===== config.mk =====
export PLATFORM = sky130hd
export DESIGN_NAME = multicycle_control_fsm
export DESIGN_NICKNAME = d
export VERILOG_FILES = /design/src/rtl/multicycle_control_fsm.sv
export SDC_FILE = /design/constraint.sdc
export NUM_CORES = 1
export LEC_CHECK = 0
export ABC_CLOCK_PERIOD_IN_PS = 1800
export CORE_MARGIN = 2
export CORE_UTILIZATION = 44
export CTS_CLUSTER_SIZE = 30
export DETAILED_ROUTE_END_ITERATION = 10
export PLACE_DENSITY = 0.8
export SETUP_SLACK_MARGIN = 0.05
export SLEW_MARGIN = 20
export SYNTH_ARGS = -nofsm -noshare
export SYNTH_HDL_FRONTEND = slang
export SYNTH_SLANG_ARGS = --single-unit

===== constraint.sdc =====
create_clock -name clk -period 1.8 [get_ports clk]
set_input_delay 0.27 -clock clk [delete_from_list [all_inputs] [get_ports clk]]
set_output_delay 0.27 -clock clk [all_outputs]
set_load 0.005 [all_outputs]

===== src/rtl/multicycle_control_fsm.sv =====
// Multicycle RV64 integer control unit: sequences fetch/decode/execute/memory/writeback,
// with a bounded memory wait, a retired-instruction counter and sticky trap flags.
module multicycle_control_fsm #(
    parameter int unsigned WAIT_LIMIT = 16,
    parameter int unsigned CNT_WIDTH  = 32
) (
    input  logic                 clk,
    input  logic                 rst_n,
    input  logic [6:0]           opcode,
    input  logic [2:0]           funct3,
    input  logic                 zero,
    input  logic                 mem_ready,
    output logic                 mem_read,
    output logic                 mem_write,
    output logic                 i_or_d,
    output logic                 ir_write,
    output logic                 pc_write,
    output logic                 pc_src,
    output logic                 reg_write,
    output logic                 mem_to_reg,
    output logic                 alu_src_a,
    output logic [1:0]           alu_src_b,
    output logic [1:0]           alu_op,
    output logic [1:0]           imm_sel,
    output logic                 retire,
    output logic [CNT_WIDTH-1:0] retired_count,
    output logic                 illegal,
    output logic                 bus_error,
    output logic [3:0]           state
);

    localparam int unsigned WW = $clog2(WAIT_LIMIT + 1);

    localparam logic [6:0] OPC_LOAD   = 7'b0000011;
    localparam logic [6:0] OPC_STORE  = 7'b0100011;
    localparam logic [6:0] OPC_BRANCH = 7'b1100011;
    localparam logic [6:0] OPC_OP     = 7'b0110011;
    localparam logic [6:0] OPC_OP_IMM = 7'b0010011;

    typedef enum logic [3:0] {
        S_IDLE      = 4'd0,
        S_FETCH     = 4'd1,
        S_DECODE    = 4'd2,
        S_MEM_ADDR  = 4'd3,
        S_MEM_READ  = 4'd4,
        S_LOAD_WB   = 4'd5,
        S_MEM_WRITE = 4'd6,
        S_EXEC_R    = 4'd7,
        S_EXEC_I    = 4'd8,
        S_ALU_WB    = 4'd9,
        S_BRANCH    = 4'd10,
        S_TRAP      = 4'd11
    } state_t;

    state_t               state_q, state_d;
    logic [WW-1:0]        wait_q, wait_d;
    logic [CNT_WIDTH-1:0] retired_count_q, retired_count_d;
    logic                 illegal_q, illegal_d;
    logic                 bus_error_q, bus_error_d;
    logic                 timeout;

    // The last waiting cycle with no ready gives up; ready in that same cycle still completes.
    assign timeout = !mem_ready && (wait_q == WW'(WAIT_LIMIT - 1));

    always_ff @(posedge clk or negedge rst_n) begin
        if (!rst_n) begin
            state_q         <= S_IDLE;
            wait_q          <= '0;
            retired_count_q <= '0;
            illegal_q       <= 1'b0;
            bus_error_q     <= 1'b0;
        end else begin
            state_q         <= state_d;
            wait_q          <= wait_d;
            retired_count_q <= retired_count_d;
            illegal_q       <= illegal_d;
            bus_error_q     <= bus_error_d;
        end
    end

    always_comb begin
        state_d     = state_q;
        wait_d      = '0;
        illegal_d   = illegal_q;
        bus_error_d = bus_error_q;
        mem_read    = 1'b0;
        mem_write   = 1'b0;
        i_or_d      = 1'b0;
        ir_write    = 1'b0;
        pc_write    = 1'b0;
        pc_src      = 1'b0;
        reg_write   = 1'b0;
        mem_to_reg  = 1'b0;
        alu_src_a   = 1'b0;
        alu_src_b   = 2'b00;
        alu_op      = 2'b00;
        imm_sel     = 2'b00;
        retire      = 1'b0;

        case (state_q)
            S_IDLE: state_d = S_FETCH;

            S_FETCH: begin
                mem_read  = 1'b1;
                alu_src_b = 2'b01;
                if (mem_ready) begin
                    ir_write = 1'b1;
                    pc_write = 1'b1;
                    state_d  = S_DECODE;
                end else if (timeout) begin
                    bus_error_d = 1'b1;
                    state_d     = S_TRAP;
                end else begin
                    wait_d = wait_q + WW'(1);
                end
            end

            S_DECODE: begin
                alu_src_b = 2'b10;
                imm_sel   = 2'b10;
                case (opcode)
                    OPC_LOAD, OPC_STORE: state_d = S_MEM_ADDR;
                    OPC_OP:              state_d = S_EXEC_R;
                    OPC_OP_IMM:          state_d = S_EXEC_I;
                    OPC_BRANCH:          state_d = S_BRANCH;
                    default: begin
                        illegal_d = 1'b1;
                        state_d   = S_TRAP;
                    end
                endcase
            end

            S_MEM_ADDR: begin
                alu_src_a = 1'b1;
                alu_src_b = 2'b10;
                if (opcode == OPC_STORE) begin
                    imm_sel = 2'b01;
                    state_d = S_MEM_WRITE;
                end else begin
                    state_d = S_MEM_READ;
                end
            end

            S_MEM_READ: begin
                mem_read = 1'b1;
                i_or_d   = 1'b1;
                if (mem_ready) begin
                    state_d = S_LOAD_WB;
                end else if (timeout) begin
                    bus_error_d = 1'b1;
                    state_d     = S_TRAP;
                end else begin
                    wait_d = wait_q + WW'(1);
                end
            end

            S_LOAD_WB: begin
                reg_write  = 1'b1;
                mem_to_reg = 1'b1;
                retire     = 1'b1;
                state_d    = S_FETCH;
            end

            S_MEM_WRITE: begin
                mem_write = 1'b1;
                i_or_d    = 1'b1;
                if (mem_ready) begin
                    retire  = 1'b1;
                    state_d = S_FETCH;
                end else if (timeout) begin
                    bus_error_d = 1'b1;
                    state_d     = S_TRAP;
                end else begin
                    wait_d = wait_q + WW'(1);
                end
            end

            S_EXEC_R: begin
                alu_src_a = 1'b1;
                alu_op    = 2'b10;
                state_d   = S_ALU_WB;
            end

            S_EXEC_I: begin
                alu_src_a = 1'b1;
                alu_src_b = 2'b10;
                alu_op    = 2'b10;
                state_d   = S_ALU_WB;
            end

            S_ALU_WB: begin
                reg_write = 1'b1;
                retire    = 1'b1;
                state_d   = S_FETCH;
            end

            S_BRANCH: begin
                alu_src_a = 1'b1;
                alu_op    = 2'b01;
                pc_src    = 1'b1;
                case (funct3)
                    3'b000: begin
                        pc_write = zero;
                        retire   = 1'b1;
                        state_d  = S_FETCH;
                    end
                    3'b001: begin
                        pc_write = ~zero;
                        retire   = 1'b1;
                        state_d  = S_FETCH;
                    end
                    default: begin
                        illegal_d = 1'b1;
                        state_d   = S_TRAP;
                    end
                endcase
            end

            S_TRAP: state_d = S_TRAP;

            default: state_d = S_IDLE;
        endcase

        retired_count_d = retire ? retired_count_q + CNT_WIDTH'(1) : retired_count_q;
    end

    assign retired_count = retired_count_q;
    assign illegal       = illegal_q;
    assign bus_error     = bus_error_q;
    assign state         = state_q;

endmodule

# Word level (Yosys, flattened, before mapping)
# Index checks and enable logic that the tools add are counted.
totals:
  register_bits: 43
  latchBits: 0
  ramBits: 0
  romBits: 0
  inputBits: 14
  output_inout_bits: 54
  elab_cells: 78
  memories: 0
op_classes:
  addsub: 2
  multipliers: 0
  div_mod_pow: 0
  magnitude_cmp: 0
  eq_ne: 20
  shifts: 0
  n_mux: 31
  bitwise_logic: 2
  reduce_logical: 18
op_table:
  columns: ["op", "n"]
  rows:
  - ["4-bit case mux with 9 select lines", 1]
  - ["32-bit by 1-bit adder with 32-bit output (second input constant)", 1]
  - ["4-bit two-way mux", 5]
  - ["4-bit by 3-bit == test with 1-bit output (second input constant)", 4]
  - ["4-bit == test (second input constant)", 4]
  - ["4-bit case mux with 4 select lines", 1]
  - ["5-bit two-way mux", 3]
  - ["7-bit by 6-bit == test with 1-bit output (second input constant)", 2]
  - ["1-bit two-way mux", 13]
  - ["2-bit case mux with 2 select lines", 3]
  - ["2-bit OR reduction", 6]
  - ["3-bit OR reduction", 3]
  - ["4-bit by 2-bit == test with 1-bit output (second input constant)", 2]
  - ["7-bit by 2-bit == test with 1-bit output (second input constant)", 1]
  - ["7-bit by 5-bit == test with 1-bit output (second input constant)", 1]
  - ["7-bit == test (second input constant)", 1]
  - ["1-bit case mux with 2 select lines", 3]
  - ["3-bit AND reduction", 2]
  - ["5-bit by 1-bit adder with 5-bit output (second input constant)", 1]
  - ["5-bit by 4-bit == test with 1-bit output (second input constant)", 1]
  - ["5-bit OR reduction", 1]
  - ["4-bit by 1-bit == test with 1-bit output (second input constant)", 1]
  - ["4-bit logical NOT", 1]
  - ["2-bit != test (second input constant)", 2]
  - ["other kinds (9)", 10]

# Longest topological paths before layout
# Gate-level depths: netlist of the first run.
depth:
  word_depth: 5
  mapped_depth: 7
  depth_no_buf: 5

# Least setup slack after synthesis of the first run
# No wires, ideal clock.
synth_path:
  kind: "reg-to-reg"
  from: "register state_q[2], in the netlist state[2]"
  to: "register retired_count_q[22], in the netlist retired_count[22]"
  setup_ns: 0.079
  arrival_ns: 1.626
  path_slack_ns: 0.095
  path_stages_with_launch: 7
  path_cell_list: "dfrtp_1 > buf_2 > nor4b_4 > o2111ai_2 > buf_4 > a211oi_2 > xor2_1"
synth_between:
  elab_chain_len: 3
  elab_cells_between_ends: 6
  classes_between: "eq/ne (4); mux (1); reduce/logical (1)"
synth_rtl:
  columns: ["item", "line_no", "rtl"]
  rows:
  - ["from (decl)", "55", "state_t state_q, state_d;"]
  - ["from (signal assigned)", "73", "state_q <= state_d;"]
  - ["4-bit == test or 4-bit by 3-bit == test with 1-bit output (tied branches)", "100", "case (state_q)"]
  - ["2-bit OR reduction (no line)", null, null]
  - ["1-bit case mux with 3 select lines (*)", "100", null]
  - ["to (signal assigned)", "75", "retired_count_q <= retired_count_d;"]
  - ["to (decl)", "57", "logic [CNT_WIDTH-1:0] retired_count_q, retired_count_d;"]
# Every way passes the cells marked *; elsewhere a longest branch is shown, timed or not.
# A chain may end at the register's enable or synchronous reset.

# Worst setup path after layout of the first run
layout_path:
  from: "register state_q[2], in the netlist state[2]"
  to: "output port imm_sel[0]"
layout_between:
  elab_chain_len: 2
  elab_cells_between_ends: 3
  classes_between: "eq/ne (2); mux (1)"
layout_rtl:
  columns: ["item", "line_no", "rtl"]
  rows:
  - ["4-bit by 2-bit == test with 1-bit output", "100", null]
  - ["2-bit case mux with 2 select lines (*)", "100", null]
  - ["to (decl)", "24", "output logic [1:0] imm_sel,"]
# Marked as above.

==> results.sh, run 1 <==
export IMPL_post_route_period_util_pct=113
export IMPL_power_total_w=0.00513
export IMPL_power_leakage_nw=1.79
export IMPL_final_number_of_max_transition_violations=0
export IMPL_failing_checks="setup timing"
export IMPL_die_height_um=79.3
export IMPL_syn_to_final_growth_pct=77.7
export IMPL_drc_errors=0
export IMPL_route_detailed_vias_per_inst=5.87
export IMPL_maxSlewHeadroom_pct=74.8
export IMPL_drt_pre_antenna_iters=5
export IMPL_cts_made_buffers=5
export IMPL_postSynthRegisterBits=43
export IMPL_floorplan_io_pins=68
export IMPL_synth_area_per_cell_um2=9.94
export IMPL_final_cells=469
export IMPL_synth_edf_count=0
export IMPL_placedCellCount=433
export IMPL_termination_of_the_worst_setup_path="imm_sel[0]"
export IMPL_reported_max_cap_violation_count=0
export IMPL_detail_route_iter0_violations=208
export IMPL_synth_cell_area_um2=2490
export IMPL_fmaxAchievable_mhz=489
export IMPL_synth_main_ff_cell="sky130_fd_sc_hd__dfrtp_1"
export IMPL_maximum_number_of_pins_on_one_net_before_global_route_repair=18
export IMPL_global_route_usage_over_all_layers_pct=28.2
export IMPL_number_of_setup_violations_in_the_final_report=36
export IMPL_clock_latency_ns=0.30
export IMPL_dr_total_vias=2755
export IMPL_synth_largest_type_area_fraction_pct=43.1
export IMPL_critical_path_endpoint_type="output port"
export IMPL_worstHoldPathType="primary input to async pin"
export IMPL_critical_path_arrival_ns=1.77
export IMPL_reg2reg_from="state[2]"
export IMPL_post_route_cells_drive_above_1_share_pct=43.3
export IMPL_pwr_density_cell_nw_per_um2=1160
export IMPL_dominant_cell_by_count_in_the_synthesized_netlist="sky130_fd_sc_hd__dfrtp_1"
export IMPL_wire_length_of_the_first_global_routing_pass_um=13600
export IMPL_syn_num_nets=267
export IMPL_grt_pass1_vias=2701
export IMPL_cell_count_of_the_worst_reg_to_reg_path=7
export IMPL_status="finished with violations"
export IMPL_ys_seq_area_share_pct=43.1
export IMPL_dieWidth_um=79.3
export IMPL_vdd_ir_drop_worst_mv=0.990
export IMPL_port_buffers=67
export IMPL_fp_row_count=27
export IMPL_synth_top_area_cell="sky130_fd_sc_hd__dfrtp_1"
export IMPL_path_class="register to output port"
export IMPL_gp_congestion=0.871
export IMPL_syn_warnings=0
export IMPL_critical_path_required_ns=1.53
export IMPL_antenna_diode_count=0
export IMPL_setup_worst_path_start="state[2]"
export IMPL_htreeDepth=2
export IMPL_hold_viol_final=0
export IMPL_dieArea_um2=6290
export IMPL_critical_path_startpoint_type="register"
export IMPL_grt_antenna_before_repair=0
export IMPL_synthTopCellsByArea="sky130_fd_sc_hd__dfrtp_1, sky130_fd_sc_hd__xor2_1, sky130_fd_sc_hd__a211oi_2"
export IMPL_wl_um=9470
export IMPL_floorplan_initialDensity_pct=45.3
export IMPL_final_nets=412
export IMPL_final_setup_skew_ns=0.00793
export IMPL_place_detailed_hpwl_um=4940
export IMPL_grt_remaining_overflow=0
export IMPL_clock_tree_buffer_depth=2
export IMPL_post_synth_num_cell_types=50
export IMPL_worst_setup_hold_path_clk_slew_ns=0.09
export IMPL_worst_pin_slew_ns=0.375
export IMPL_ranking_of_synthesized_cells_by_instance_count="sky130_fd_sc_hd__dfrtp_1, sky130_fd_sc_hd__xor2_1, sky130_fd_sc_hd__nand2_1"
export IMPL_cts_root_buffer_cell="sky130_fd_sc_hd__clkbuf_8"
export IMPL_highest_fanout_seen_on_the_critical_path=2
export IMPL_fin_crit_ns=2.04
export IMPL_cts_sinks=43
export IMPL_tritoncts="done"
export IMPL_r2r_setup_slack_ns=-0.24
export IMPL_final_critical_path_setup_slack_ns=-0.243
export IMPL_rsz0062_at_grt="yes"
export IMPL_core_area_um2=5510
export IMPL_postSynth_asyncResetShare_pct=100
export IMPL_syn_instance_count=251
export IMPL_drtAntennaViolNets=0
export IMPL_endpoint_of_the_worst_register_to_register_path="retired_count[25]"
export IMPL_route_detailed_wl_per_inst_um=20.2
==> state kept, by name (all words and copies together), names as in the netlist <==
register	count
bus_error	1
retired_count	32
illegal	1
state	4
wait_q	5
==> cell usage in the layout (no fill, tap or decap), types with 7 or more instances in the layout <==
cell type,instances
sky130_fd_sc_hd__buf_2,8
sky130_fd_sc_hd__a211oi_4,9
sky130_fd_sc_hd__a21oi_1,7
sky130_fd_sc_hd__nand4_1,7
sky130_fd_sc_hd__clkdlybuf4s50_1,48
sky130_fd_sc_hd__nand2_1,14
sky130_fd_sc_hd__buf_6,37
sky130_fd_sc_hd__nand3_1,11
sky130_fd_sc_hd__nor2_1,7
sky130_fd_sc_hd__dfrtp_1,43
sky130_fd_sc_hd__xor2_1,29
sky130_fd_sc_hd__buf_4,49
sky130_fd_sc_hd__and4_1,7
==> cell families (layout without fill, tap and decap cells) <==
logic type                 count (synthesis)  count (layout)  synth area share, %
DFF                                       43              43                 43.1
and+or+nand+nor                           92              92                 21.4
adders and majority gates                  2               2                 1.00
muxes                                      1               1                0.451
AOI/OAI and AO/OA                         54              54                 17.0
xor gates and xnor gates                  36              36                 12.9
buffers and inverters                     23             169                 4.11
==> worst min-delay path by stage <==
stage | startpoint | end | slack [ns] | cells after the start
floorplan | rst_n | bus_error | -0.03 | 0
global placement | rst_n | wait_q[0] | 0.17 | 1
detailed placement | rst_n | wait_q[0] | 0.19 | 1
CTS | rst_n | retired_count[7] | 0.40 | 2
global route | rst_n | retired_count[6] | 0.42 | 2
finish | rst_n | retired_count[6] | 0.38 | 2
==> metrics by stage <==
step                      setup WS, ns  util [%]  cell area (µm²)  setup TNS [ns]  hold WS [ns]
final                           -0.243      80.5             4430           -5.19         0.380
after global routing            -0.301      80.5             4430           -6.95         0.420
after CTS                       -0.210      74.6             4110           -1.41         0.397
after detailed placement        -0.557      65.6             3610           -8.59         0.185
after global placement          -0.546      65.6             3610           -6.65         0.175
after floorplan                 0.0952         -             2490               0       -0.0256
==> repair_timing <==
action / 4_1_cts / 5_1_grt
gates resized for setup: 114 / 74
setup buffers: 20 / 7
hold endpoints to repair: 12 / 0
pin swaps: 21 / 28
setup endpoints to repair: 45 / 58
cloned: 1 / 0
hold buffers: 1 / 0
==> layout make-up <==
class / count / area, µm²
clock inverter: 2 / 12.5
fill: 282 / 1070
timing repair buffer: 152 / 1420
tap: 72 / 90.1
clock buffer: 6 / 72.6
sequential: 43 / 1080
multi-input combinational: 185 / 1730
inverter: 9 / 41.3
==> where the power goes <==
part	leakage, nW	switching (W)	total (W)	internal, W
logic	1.27	0.00148	0.00318	0.00170
clock network	0.0412	0.000362	0.000634	0.000272
registers	0.472	0.000176	0.00132	0.00115
==> critical path, cell delays in order, from the launching register on <==
cell	delay (ns)
sky130_fd_sc_hd__dfrtp_1	0.43
sky130_fd_sc_hd__buf_4	0.16
sky130_fd_sc_hd__or4_1	0.56
sky130_fd_sc_hd__nor3_4	0.17
sky130_fd_sc_hd__buf_2	0.14
==> routing by layer <==
metal  part of all wire, %  wire length, µm  up-vias  GRT usage [%]
met5                     0                0        -              0
met4                   3.5              327        0           9.14
met3                   6.2              588       33           4.32
met2                    50             4700      163           48.5
met1                    41             3850     1371           36.3
li1                      -                -     1188              -
Power figures use the tool's default switching activity.
==> run 2, diff against run 1 <==
--- a/config.mk
+++ b/config.mk
@@ -10,9 +10,10 @@
 export CORE_UTILIZATION = 44
 export CTS_CLUSTER_SIZE = 30
 export DETAILED_ROUTE_END_ITERATION = 10
+export GPL_TIMING_DRIVEN = 1
 export PLACE_DENSITY = 0.8
 export SETUP_SLACK_MARGIN = 0.05
-export SLEW_MARGIN = 20
+export SLEW_MARGIN = 5
 export SYNTH_ARGS = -nofsm -noshare
 export SYNTH_HDL_FRONTEND = slang
 export SYNTH_SLANG_ARGS = --single-unit
==> results of run 2 <==
Final layout, timing and power as in run 1 (identical DEF).
==> run 3, diff against run 2 <==
--- a/config.mk
+++ b/config.mk
@@ -6,12 +6,14 @@
 export NUM_CORES = 1
 export LEC_CHECK = 0
 export ABC_CLOCK_PERIOD_IN_PS = 1800
+export CELL_PAD_IN_SITES_DETAIL_PLACEMENT = 0
+export CELL_PAD_IN_SITES_GLOBAL_PLACEMENT = 1
 export CORE_MARGIN = 2
-export CORE_UTILIZATION = 44
+export CORE_UTILIZATION = 33
 export CTS_CLUSTER_SIZE = 30
 export DETAILED_ROUTE_END_ITERATION = 10
 export GPL_TIMING_DRIVEN = 1
-export PLACE_DENSITY = 0.8
+export PLACE_DENSITY = 0.79
 export SETUP_SLACK_MARGIN = 0.05
 export SLEW_MARGIN = 5
 export SYNTH_ARGS = -nofsm -noshare
==> results.sh, run 3 (synthesized netlist as in run 1, its figures left out) <==
export IMPL_worst_setup_hold_path_clk_slew_ns=0.08
export IMPL_vdd_ir_drop_worst_mv=0.873
export IMPL_detailedPlace_worstSlack_ns=-0.478
export IMPL_fin_crit_ns=1.91
export IMPL_hold_viol_final=0
export IMPL_largest_reg_flops=32
export IMPL_antenna_diode_count=0
export IMPL_maxSlewHeadroom_pct=75.2
export IMPL_power_leakage_nw=1.73
export IMPL_floorplan_io_pins=68
export IMPL_floorplan_initialDensity_pct=34.2
export IMPL_grt_pass1_vias=2507
export IMPL_reported_max_cap_violation_count=0
export IMPL_die_height_um=91.0
export IMPL_switching_share_pct=37.1
export IMPL_worst_pin_slew_ns=0.372
export IMPL_critical_path_endpoint_type="output port"
export IMPL_wire_length_of_the_first_global_routing_pass_um=12400
export IMPL_number_of_setup_violations_in_the_final_report=18
export IMPL_pwr_share_clk_pct=12.5
export IMPL_pwr_density_cell_nw_per_um2=1100
export IMPL_cts_made_buffers=5
export IMPL_dieWidth_um=91.0
export IMPL_final_critical_path_setup_slack_ns=-0.113
export IMPL_critical_path_required_ns=1.53
export IMPL_critical_path_startpoint_type="register"
export IMPL_tritoncts="done"
export IMPL_grt_antenna_before_repair=0
export IMPL_dieArea_um2=8270
export IMPL_clock_latency_ns=0.30
export IMPL_r2r_setup_slack_ns=-0.10
export IMPL_drc_errors=0
export IMPL_core_area_um2=7290
export IMPL_syn_to_final_growth_pct=73.0
export IMPL_cts_sinks=43
export IMPL_combinational_share_of_power_pct=60.2
export IMPL_fp_row_count=31
export IMPL_critical_path_arrival_ns=1.64
export IMPL_path_class="register to output port"
export IMPL_rsz0062_at_grt="yes"
export IMPL_route_detailed_wl_per_inst_um=14.9
export IMPL_endpoint_of_the_worst_register_to_register_path="retired_count[28]"
export IMPL_status="finished with violations"
export IMPL_gp_congestion=0.822
export IMPL_final_cells=496
export IMPL_post_route_cells_drive_above_1_share_pct=41.8
export IMPL_final_number_of_max_transition_violations=0
export IMPL_dr_total_vias=2433
export IMPL_wl_um=7400
export IMPL_maximum_number_of_pins_on_one_net_before_global_route_repair=17
export IMPL_port_buffers=67
export IMPL_grt_remaining_overflow=0
export IMPL_final_hold_worst_slack_ns=0.416
export IMPL_fmaxAchievable_mhz=523
export IMPL_failing_checks="setup timing"
export IMPL_final_layout_setup_total_negative_slack_ns=-0.662
export IMPL_reg2reg_from="state[3]"
export IMPL_clock_tree_buffer_depth=2
export IMPL_final_common_cell="sky130_fd_sc_hd__buf_4"
export IMPL_post_route_period_util_pct=106
export IMPL_mostFrequentLayoutCells="sky130_fd_sc_hd__buf_4, sky130_fd_sc_hd__clkdlybuf4s50_1, sky130_fd_sc_hd__dfrtp_1"
export IMPL_final_setup_skew_ns=0.00780
export IMPL_drt_pre_antenna_iters=4
export IMPL_global_route_usage_over_all_layers_pct=18.4
export IMPL_highest_fanout_seen_on_the_critical_path=2
export IMPL_power_frac_seq_pct=27.3
export IMPL_cts_root_buffer_cell="sky130_fd_sc_hd__clkbuf_8"
export IMPL_cell_count_of_the_worst_reg_to_reg_path=8
export IMPL_drtAntennaViolNets=0
export IMPL_route_detailed_vias_per_inst=4.91
export IMPL_switchingPower_w=0.00176
export IMPL_nFillCells=621
export IMPL_final_nets=414
export IMPL_internal_power_w=0.00298
export IMPL_place_detailed_hpwl_um=5110
export IMPL_placedCellCount=467
export IMPL_htreeDepth=2
export IMPL_detail_route_iter0_violations=116
export IMPL_worstHoldPathType="primary input to async pin"
-- run 3: cell count changes in the layout (fill, tap and decap cells not counted), sizes merged --
cell	before	now
buf	97	98
clkdlybuf4s15	1	0
clkinv	1	0
dlygate4sd2	0	2
dlymetal6s2s	2	1
-- run 3: area by class of cell --
type / instances / area [µm²] / share of cell area [%]
Clock buffer: 5 / 68.8 / 1.59
Timing Repair Buffer: 154 / 1380 / 31.9
Multi-Input combinational cell: 185 / 1630 / 37.7
Inverter: 9 / 36.3 / 0.841
Sequential cell: 43 / 1080 / 24.9
Tap cell: 99 / 124 / 2.87
Clock inverter: 1 / 7.51 / 0.174
-- run 3: routing by layer --
layer / track usage, % / routed length, µm / up-vias
li1: - / - / 1185
met3: 2.32 / 280 / 11
met5: 0 / 0 / -
met2: 29.0 / 3480 / 62
met4: 6.57 / 126 / 0
met1: 26.2 / 3510 / 1175
-- run 3: critical path, stage by stage, from the launching register on --
cell and delay [ns]:
sky130_fd_sc_hd__dfrtp_1 0.41, sky130_fd_sc_hd__buf_6 0.13, sky130_fd_sc_hd__or4_4 0.53, sky130_fd_sc_hd__nor3_4 0.14, sky130_fd_sc_hd__buf_2 0.14
-- run 3: timing repair --
action                                  CTS  global route
endpoints found under the setup margin   43            52
cloned                                    0             0
setup buffers                            17             9
gates resized for setup                  92            67
pin swaps                                20            40
hold buffers                              1             0
hold endpoints to repair                 14             0
-- run 3: worst max-delay path by stage --
stage               startpoint           endpoint  slack [ns]  cells after the start
floorplan             state[2]  retired_count[22]         0.1                      6
global placement     opcode[4]         imm_sel[0]       -0.46                      5
detailed placement   opcode[4]         imm_sel[0]       -0.48                      5
CTS                   state[3]         imm_sel[0]       -0.19                      4
global route          state[3]  retired_count[28]       -0.21                      8
finish                state[2]         imm_sel[0]       -0.11                      4
-- run 3: power by group through the flow --
| stage | logic [W] | registers [W] | clock network [W] |
|---|---|---|---|
| floorplan | 0.000896 | 0.00136 | 0 |
| global placement | 0.00231 | 0.00130 | 0 |
| detailed placement | 0.00232 | 0.00130 | 0 |
| CTS | 0.00258 | 0.00129 | 0.000600 |
| global route | 0.00310 | 0.00132 | 0.000655 |
| finish | 0.00285 | 0.00129 | 0.000590 |
-- run 3: metrics by stage --
step,total power [W],utilization [%],area (µm²)
CTS,0.00447,55.1,4020
finish,0.00473,59.2,4320
global placement,0.00360,50.7,3700
global route,0.00507,59.2,4320
detailed placement,0.00362,50.7,3700
floorplan,0.00225,-,2490
==> RTL edit, RTL diff (settings of run 2) <==
Register the output `retired_count` once more, with the module's reset; this adds one clock of latency there. The other outputs are not delayed to match.
--- a/src/rtl/multicycle_control_fsm.sv
+++ b/src/rtl/multicycle_control_fsm.sv
@@ -226,3 +226,9 @@
 
-    assign retired_count = retired_count_q;
+    always_ff @(posedge clk or negedge rst_n) begin
+        if (!rst_n) begin
+            retired_count <= '0;
+        end else begin
+            retired_count <= retired_count_q;
+        end
+    end
     assign illegal       = illegal_q;
Behaviour: not the same (Yosys sat finds a counterexample within 10 cycles, from zero or initial values and one cycle with rst_n low).
==> RTL edit against run 2 <==
The run still ends with setup timing left; first-iteration DRC count down 31%; clock power up 110%; global-route usage down 3.4 points; wire length up 8.4%; sequential cell count up 32; synthesized area up 36%; design area up 24%; power up 42%; setup slack worse by 0.015 ns; critical path depth up 5; combinational power up 15%; largest cell class is now flip-flops and latches; largest power group unchanged; highest routed layer unchanged.
==> RTL edit: results (changes against run 2) <==
* Status: finished with violations
* Failing checks: setup timing
* Largest stage delay on the critical path at 0.43 ns (-0.13 ns)
* Drt wl/cell at 19.4 µm (-3.9%)
* Met2 wire len at 5270 µm (+12%)
* Met3 usage at 6.24% (+1.9 points)
* Worst Setup Slack, final at -0.258 ns (-0.0145 ns)
* Filler Cells Inserted at 479 (+70%)
* Setup Viol. Count Final at 43 (+19%)
* Syn_nets at 300 (+12%)
* Mux cell area share after synthesis at 0.919% (+0.47 points)
* Maximum vdd drop at 1.00 mV (+1.1%)
* Worst Reg-to-Reg Cells at 9 (+2)
* Commonest cells in the netlist: dfrtp_1 (75), xor2_1 (31), nand2_1 (17)
* Critical Path AT at 2.34 ns (+0.57 ns)
* GR Layer Usage met2 at 40.3% (-8.2 points)
* # Post-CTS Setup Buffers at 24 (+20%)
* Top Family by Delay on Critical Path: buffers and inverters
* Placed Cells at 481 (+11%)
* XOR/XNOR Fraction of Synth Area at 9.01% (-3.9 points)
* Slowest-stage cell, CP: dfrtp_2
* Fin Setup TNS at -4.84 ns (+0.346 ns)
* Leak pwr at 2.15 nW (+20%)
* Critical path type: reg2reg
* Clk Latency, worst-skew pair at 0.37 ns (+0.07 ns)
* Placed wire-length estimate at 5350 µm (+8.2%)
* FF-to-FF End: retired_count_q[29]
* Internal power at 4.55 mW (+46%)
* First-pass GRT wire length at 16000 µm (+18%)
* First-pass iteration count of the detailed router at 4 (-1)
* Ratio of cells with drive above 1 in the final layout at 39.6% (-3.7 points)
* Area share of fa/ha/maj cells after synthesis at 0.736% (-0.27 points)
* Post-CTS sizing at 146 (+28%)
* Slew HR at 67.4% (-7.4 points)
[RTL edit: cell count changes after synthesis, sizes merged, moves of 3 or more]
cell and delta:
a21oi -12, nor2 -3, a211oi +3, and3 +3
nor3 -3, clkbuf +4, a2111oi +11, nand3 +3
dfrtp +32
[RTL edit: power by group through the flow]
stage | Clock [mW] | Sequential (mW) | Combinational [mW]
floorplan | 0 | 2.29 | 1.15
global placement | 0 | 2.30 | 2.38
detailed placement | 0 | 2.31 | 2.44
CTS | 1.30 | 2.28 | 3.34
global route | 1.39 | 2.35 | 3.90
finish | 1.30 | 2.31 | 3.67
[RTL edit: area by class of cell]
type                            instances  area [µm²]  area share, %
Clock buffer                           10         128           2.32
Clock inverter                          6        65.1           1.18
Multi-Input combinational cell        183        1810           33.0
Timing Repair Buffer                  143        1440           26.2
Inverter                               10        37.5          0.684
Sequential cell                        75        1880           34.3
Tap cell                              102         128           2.32
